File: src/rtl/data_rdbuf.sv
// data_rdbuf: realigns BRAM read data via a fixed-latency valid pipe and buffers it toward the PE array.
// Define DATA_RDBUF_STAT_EN to build the pop and stall statistics counters.
module data_rdbuf #(
    parameter int DATA_WIDTH = 32,
    parameter int FIFO_DEPTH = 16,
    parameter int FIFO_AW    = 4,
    parameter int RD_LATENCY = 2,
    parameter int REG_WIDTH  = 32
) (
    input  logic                  clk,
    input  logic                  rst,
    input  logic                  i_rden,
    input  logic [DATA_WIDTH-1:0] i_rdata,
    input  logic [REG_WIDTH-1:0]  i_conf_linelen,
    output logic                  o_stall,
    output logic                  o_end,
    output logic [DATA_WIDTH-1:0] o_data,
    output logic                  o_valid,
    input  logic                  i_ready,
    output logic [FIFO_AW:0]      o_count,
    output logic                  o_ovf,
    output logic [31:0]           o_stat_words,
    output logic [31:0]           o_stat_stall
);
    logic [RD_LATENCY-1:0] vpipe;
    logic [DATA_WIDTH-1:0] mem [FIFO_DEPTH];
    logic [FIFO_AW-1:0]    wptr, rptr;
    logic [FIFO_AW:0]      count;
    logic [FIFO_AW+1:0]    inflight;
    logic [15:0]           lcnt, ll;
    logic                  push, pop, full, wr, last, unused_hi;

    assign ll        = i_conf_linelen[15:0];
    assign unused_hi = ^i_conf_linelen[REG_WIDTH-1:16];
    assign push      = vpipe[RD_LATENCY-1];
    assign o_valid   = count != '0;
    assign pop       = o_valid & i_ready;
    assign full      = count == (FIFO_AW+1)'(FIFO_DEPTH);
    assign wr        = push & (~full | pop);
    assign o_data    = o_valid ? mem[rptr] : '0;
    assign o_count   = count;
    assign last      = ll <= 16'd1 || lcnt == ll - 16'd1;
    assign o_end     = i_rden & last;

    always_comb begin
        inflight = '0;
        for (int k = 0; k < RD_LATENCY; k++)
            inflight = inflight + (FIFO_AW+2)'(vpipe[k]);
    end

    // Counting in-flight reads lets the generator stop early enough that no pop is ever needed to avoid overflow.
    assign o_stall = ({1'b0, count} + inflight) >= (FIFO_AW+2)'(FIFO_DEPTH);

    always_ff @(posedge clk)
        if (wr) mem[wptr] <= i_rdata;

    always_ff @(posedge clk) begin
        if (rst) begin
            vpipe <= '0;
            wptr  <= '0;
            rptr  <= '0;
            count <= '0;
            lcnt  <= '0;
            o_ovf <= 1'b0;
        end else begin
            vpipe <= RD_LATENCY'({vpipe, i_rden});
            wptr  <= wptr + FIFO_AW'(wr);
            rptr  <= rptr + FIFO_AW'(pop);
            count <= count + (FIFO_AW+1)'(wr) - (FIFO_AW+1)'(pop);
            if (push & full & ~pop) o_ovf <= 1'b1;
            lcnt  <= o_end ? 16'd0 : lcnt + 16'(i_rden);
        end
    end

`ifdef DATA_RDBUF_STAT_EN
    always_ff @(posedge clk) begin
        if (rst) begin
            o_stat_words <= '0;
            o_stat_stall <= '0;
        end else begin
            o_stat_words <= o_stat_words + 32'(pop);
            o_stat_stall <= o_stat_stall + 32'(o_stall);
        end
    end
`else
    assign o_stat_words = '0;
    assign o_stat_stall = '0;
`endif
endmodule
File: config.mk
export PLATFORM = sky130hd
export DESIGN_NAME = data_rdbuf
export DESIGN_NICKNAME = d
export VERILOG_FILES = /design/src/rtl/data_rdbuf.sv
export SDC_FILE = /design/constraint.sdc
export NUM_CORES = 1
export LEC_CHECK = 0
export ABC_AREA = 1
export BUFFER_PORTS_ARGS = -buffer_cell sky130_fd_sc_hd__buf_2
export CORE_MARGIN = 2
export CORE_UTILIZATION = 43
export DETAILED_ROUTE_END_ITERATION = 10
export PLACE_DENSITY = 0.63
export SETUP_SLACK_MARGIN = 0.05
export SYNTH_ARGS = -nofsm -noshare
export SYNTH_HDL_FRONTEND = slang
export SYNTH_SLANG_ARGS = --single-unit
File: constraint.sdc
create_clock -name clk -period 3.35 [get_ports clk]
set_input_delay 0.335 -clock clk [delete_from_list [all_inputs] [get_ports clk]]
set_output_delay 0.335 -clock clk [all_outputs]
set_load 0.02 [all_outputs]
* Yosys cells after proc, flatten, opt, wreduce, memory -nomap -nowiden
Memories as Yosys holds them, arrays and structs flattened. A register that Yosys moved wholly into a read port is not among the register bits. Cells that the tools add are included. W data, S select, Z words.
Storage, ports and cells: word-level logic and storage cells 34, flip-flop bits (word level) 32, bits of input ports 68, RAM bits 512, memories kept 1
Memory list:
- mem | words 16, bits a word 32, read ports 1, clocked after Yosys merged registers in 1, wr ports 1, line 26 | logic [DATA_WIDTH-1:0] mem [FIFO_DEPTH];
Operators by class: reductions and logical operators 3, equality and inequality tests 2, muxes and demuxes 4, bitwise gates (word level) 8, add/sub/neg operators 8, order comparisons 2
Operators with widths (number):
- $mux W32 | 1
- $add A16 B1 Y16 | 1
- $eq A16 B16 Y1 | 1
- $le A16 B1 Y1 const B | 1
- $sub A16 B1 Y16 const B | 1
- $add A4 B1 Y4 | 2
- $add A5 B2 Y6 | 1
- $ge A6 B5 Y1 const B | 1
- $add A5 B1 Y5 | 1
- $and A1 B1 Y1 | 5
- $eq A5 B5 Y1 const B | 1
- $reduce_bool A5 Y1 | 1
- $sub A5 B1 Y5 | 1
- $mux W4 | 1
- $add A1 B1 Y2 | 1
- $mux W1 | 2
- $not A1 Y1 | 2
- $reduce_or A2 Y1 | 1
- $logic_or A1 B1 Y1 | 1
- $or A1 B1 Y1 | 1

* Depth between registers and ports, before layout
depth after elaboration 6, mapped depth 18

* Worst setup path after synthesis
No wires, ideal clock.
path kind reg2reg, start point reg count[2], in the netlist o_count[2], end point mem mem[0][0], enable pin, period minus slack after synthesis 3.199 ns, slack 0.151 ns, arrival time 2.778 ns, path buffers 0, cell stages (with the launch flop) 10, path through dfxtp_1 -> inv_1 -> ha_1 -> nand2_1 -> nor2_1 -> inv_1 -> nor3_1 -> nor2_1 -> nand3_1 -> nor2_1
Between the ends: word-level cells in the longest chain between the ends 6, elaborated cells on any way between the ends 8, those cells by class eq/ne (1); mux (2); bitwise (4); reduce/logical (1)
Ends and longest elaborated chain:
- from (decl) | line 28 | logic [FIFO_AW:0] count;
- from (signal assigned) | line 69 | count <= count + (FIFO_AW+1)'(wr) - (FIFO_AW+1)'(pop);
- $reduce_bool A5 Y1 or $eq A5 B5 Y1 (tied branches) | line 36, 38
- $and A1 B1 Y1 or $not A1 Y1 (tied branches) | line 37, 39
- $or A1 B1 Y1 * | line 39 | assign wr = push & (~full | pop);
- $and A1 B1 Y1 * | line 39
- $mux W1 * | line 55 | if (wr) mem[wptr] <= i_rdata;
- $mux W1 (implied by the code) * | line 55
- to (decl) | line 26
Mark *: on every way between the ends. The rest lies on a longest branch, timed or not.

==> summary.txt <==
CTS
  • CTS buffer count: 56
  • CTS root buf: clkbuf_16
  • H-tree levels: 2
  • Hold buffer count at CTS: 0
  • Clk_lat worst skew: 0.60 ns
  • Clk sink count: 544
  • CTS tree: done
  • Clock buffer depth: 3
  • Clock slew at reported path FFs: 0.06 ns

Route
  • Vias/cell: 5.604
  • DRT Pass-1 Iters: 5
  • Remaining antenna violation count: 0
  • DRT Wirelength: 56800 um
  • Remaining DRCs: 0
  • Routed length per placed instance: 21.27 um
  • Via count: 14970
  • Starting DRT DRC Count: 1537

Place
  • Pre-CTS WS: 0.5997 ns
  • Inst Count DP: 2572
  • Dpl hpwl: 31320 um
  • # port buffers: 92
  • Placer Congestion: 0.8699

Synth
  • Register area share after synthesis: 70.49%
  • Top cells by count, synth: 512 x edfxtp_1, 359 x nor2_1, 285 x o21ai_0
  • Seq cells post-synth: 544
  • Top cells by area, synth: edfxtp_1 68%, o21ai_0 6.3%, nor2_1 5.9%
  • Synth Area in Compound Gates: 11.85%
  • Synth top area share: 67.67%
  • Synth Flop Type: edfxtp_1
  • Mapped Area: 22720 um2
  • Main combinational cell family by area after synthesis: compound AO/OA/AOI/OAI gates
  • Ys async rst share: 0%
  • Most numerous cell in the Yosys netlist: edfxtp_1
  • Post-Syn Instances: 1851
  • Synth Area in XOR/XNOR: 0.9637%
  • Post-synthesis area per instance: 12.27 um2
  • Synth Area in Adders: 1.079%
  • Mux share of post-synthesis cell area: 0%
  • EDFF count, synth: 512
  • Yosys cell types: 37
  • Synth Area in Simple Gates: 10.35%
  • YS warnings: 0
  • Leading area contributor after synthesis: edfxtp_1

Die
  • Die ar.: 54690 um2
  • Die Wd: 233.9 um
  • Boundary pin count: 173
  • Starting Density: 43.32%
  • Placeable Area: 52450 um2
  • Die span in y: 233.9 um
  • Rows: 84

Timing
  • Clk_skew: 0.01714 ns
  • FMAX: 318.9 MHz
  • Worst slew pin tran: 0.6623 ns
  • Slew margin rel.: 55.84%
  • RSZ-0062 raised after global routing: true
  • Final setup fails: 0
  • Final Max Slew Viols: 0
  • Setup TNS: 0 ns
  • Period utilization: 93.61%
  • Shortest period the worst path allows: 3.136 ns
  • Setup WS post-layout: 0.2141 ns
  • Fin. Hold Viols: 0

Outcome
  • Status: finished clean

Worst setup path
  • CP required: 3.01 ns
  • Worst r2r path cells: 17
  • Critical path capture point type: output pin
  • Crit path launch type: register
  • Worst reg2reg setup slack: 0.61 ns
  • CP max FO: 89
  • Reg2Reg Capture Point: o_count[4]$_SDFF_PP0_
  • Worst reg2reg path startpoint: o_count[2]$_SDFF_PP0_
  • Setup CP Type: reg2out
  • Crit path DAT: 2.80 ns

Global routing
  • First-pass GRT wire length: 85570 um
  • Largest net degree at the start of global routing: 90
  • Vias in the first global route: 14370
  • Initial antenna violation count: 3
  • Global Route Usage Sum: 20.72%
  • Remaining global-route overflow: 0

Power
  • Total leakage power: 8.771 nW
  • Total power: 17.78 mW
  • Power Density: 690.9 nW/um2
  • Int Pwr: 12.11 mW
  • Switching share of power: 31.89%
  • Clock share of power: 33.2%
  • Comb power frac: 23.9%
  • P_sw: 5.670 mW
  • Reg power frac: 42.9%
  • Worst vdd ir: 0.4793 mV

Final layout
  • Final std cells w/o fill: 2671
  • Nets: 2029
  • Final core occ: 49.07%
  • Storage cell area: 16020 um2
  • Layout cell share with drive strength beyond 1: 13.52%
  • Multi-input logic area: 5874 um2
  • Fillers: 4574
  • Layout area overhead: 13.27%

Job
  • Max-Cap Viols: 0

Worst hold path
  • HP Start: i_ready
  • Hold Path Depth: 4
  • Worst min path class: in2reg
  • Sink of the worst hold path: o_ovf$_SDFFE_PP0P_
[metrics by stage]
stage	hold WS, ns	instance area, um2
3_5_place_dp	0.4278	24010
5_1_grt	0.04584	25730
3_3_place_gp	0.4199	24010
4_1_cts	0.02277	25720
2_1_floorplan	0.4041	22960
6_report	0.05278	25730
[how the worst max path moves through the flow]
stage                                      from  cells after the start               endpoint  slack [ns]
after floorplan           o_count[2]$_SDFF_PP0_                      9    mem[0][0]$_DFFE_PP_        0.15
after global placement    o_count[2]$_SDFF_PP0_                     17  o_count[4]$_SDFF_PP0_        0.59
after detailed placement  o_count[2]$_SDFF_PP0_                     17  o_count[4]$_SDFF_PP0_        0.60
after CTS                    rptr[0]$_SDFF_PP0_                      9             o_data[22]        0.06
after global routing         rptr[0]$_SDFF_PP0_                      7              o_data[3]        0.05
final                        rptr[1]$_SDFF_PP0_                      7             o_data[26]        0.21
[sequential cells by signal, summed over array words and instances (netlist names)]
register  flops
lcnt         16
mem         512
o_count       5
o_ovf         1
rptr          4
vpipe         2
wptr          4
[cells in the final DEF, fill, tap and decap left out, drive strengths merged, types with 32 or more instances in the layout]
cell type | synthesis | layout
edfxtp | 512 | 512
nor2 | 375 | 375
o21ai | 286 | 286
buf | 89 | 144
o221ai | 90 | 90
nand2 | 84 | 84
nand3 | 82 | 82
inv | 66 | 65
clkbuf | 85 | 65
conb | 1 | 64
a21oi | 42 | 42
o22ai | 38 | 38
dfxtp | 32 | 32
[cells by family after synthesis]
logic type | count (synthesis)
buffers and inverters | 241
AND/OR/NAND/NOR | 562
flip-flops | 544
other | 1
adder cells (fa/ha/maj) | 19
XOR/XNOR | 25
AO/OA/AOI/OAI | 459
[area by class of cell]
type	count	share of cell area, %
clock inverters	33	1.011
inverters	67	1.011
multi-input cells	1129	22.83
clock buffers	65	5.659
well taps	688	3.345
repair buffers	144	3.870
diodes	1	0.009724
flip-flops and latches	544	62.27
[worst max-delay path, stage by stage, from the launching register on]
cell	delay, ns
dfxtp_4	0.46
clkinv_2	0.19
buf_12	0.39
o21ai_0	0.20
o221ai_1	0.22
nand3_1	0.14
a21oi_1	0.33
buf_2	0.24
[per-layer routing]
metal  track usage (%)  part of all wire, %
met1             28.97                   44
met2             33.63                   47
met3             2.955                  6.5
met4             6.507                  2.1
met5                 0                0.025
[power by group through the flow]
stage | Sequential [mW] | Clock (mW) | Combinational (mW)
finish | 7.63 | 5.90 | 4.25
detailed placement | 7.77 | 0 | 4.25
floorplan | 7.73 | 0 | 2.83
global route | 7.63 | 6.26 | 4.70
CTS | 7.62 | 6.01 | 4.26
global placement | 7.76 | 0 | 4.14
[repair_timing]
item,CTS,global route
hold endpoints to repair,0,0
buffers inserted,0,0
setup endpoints to repair,0,12
resized for setup,0,3
No activity file was read; power rests on OpenSTA's default activity.
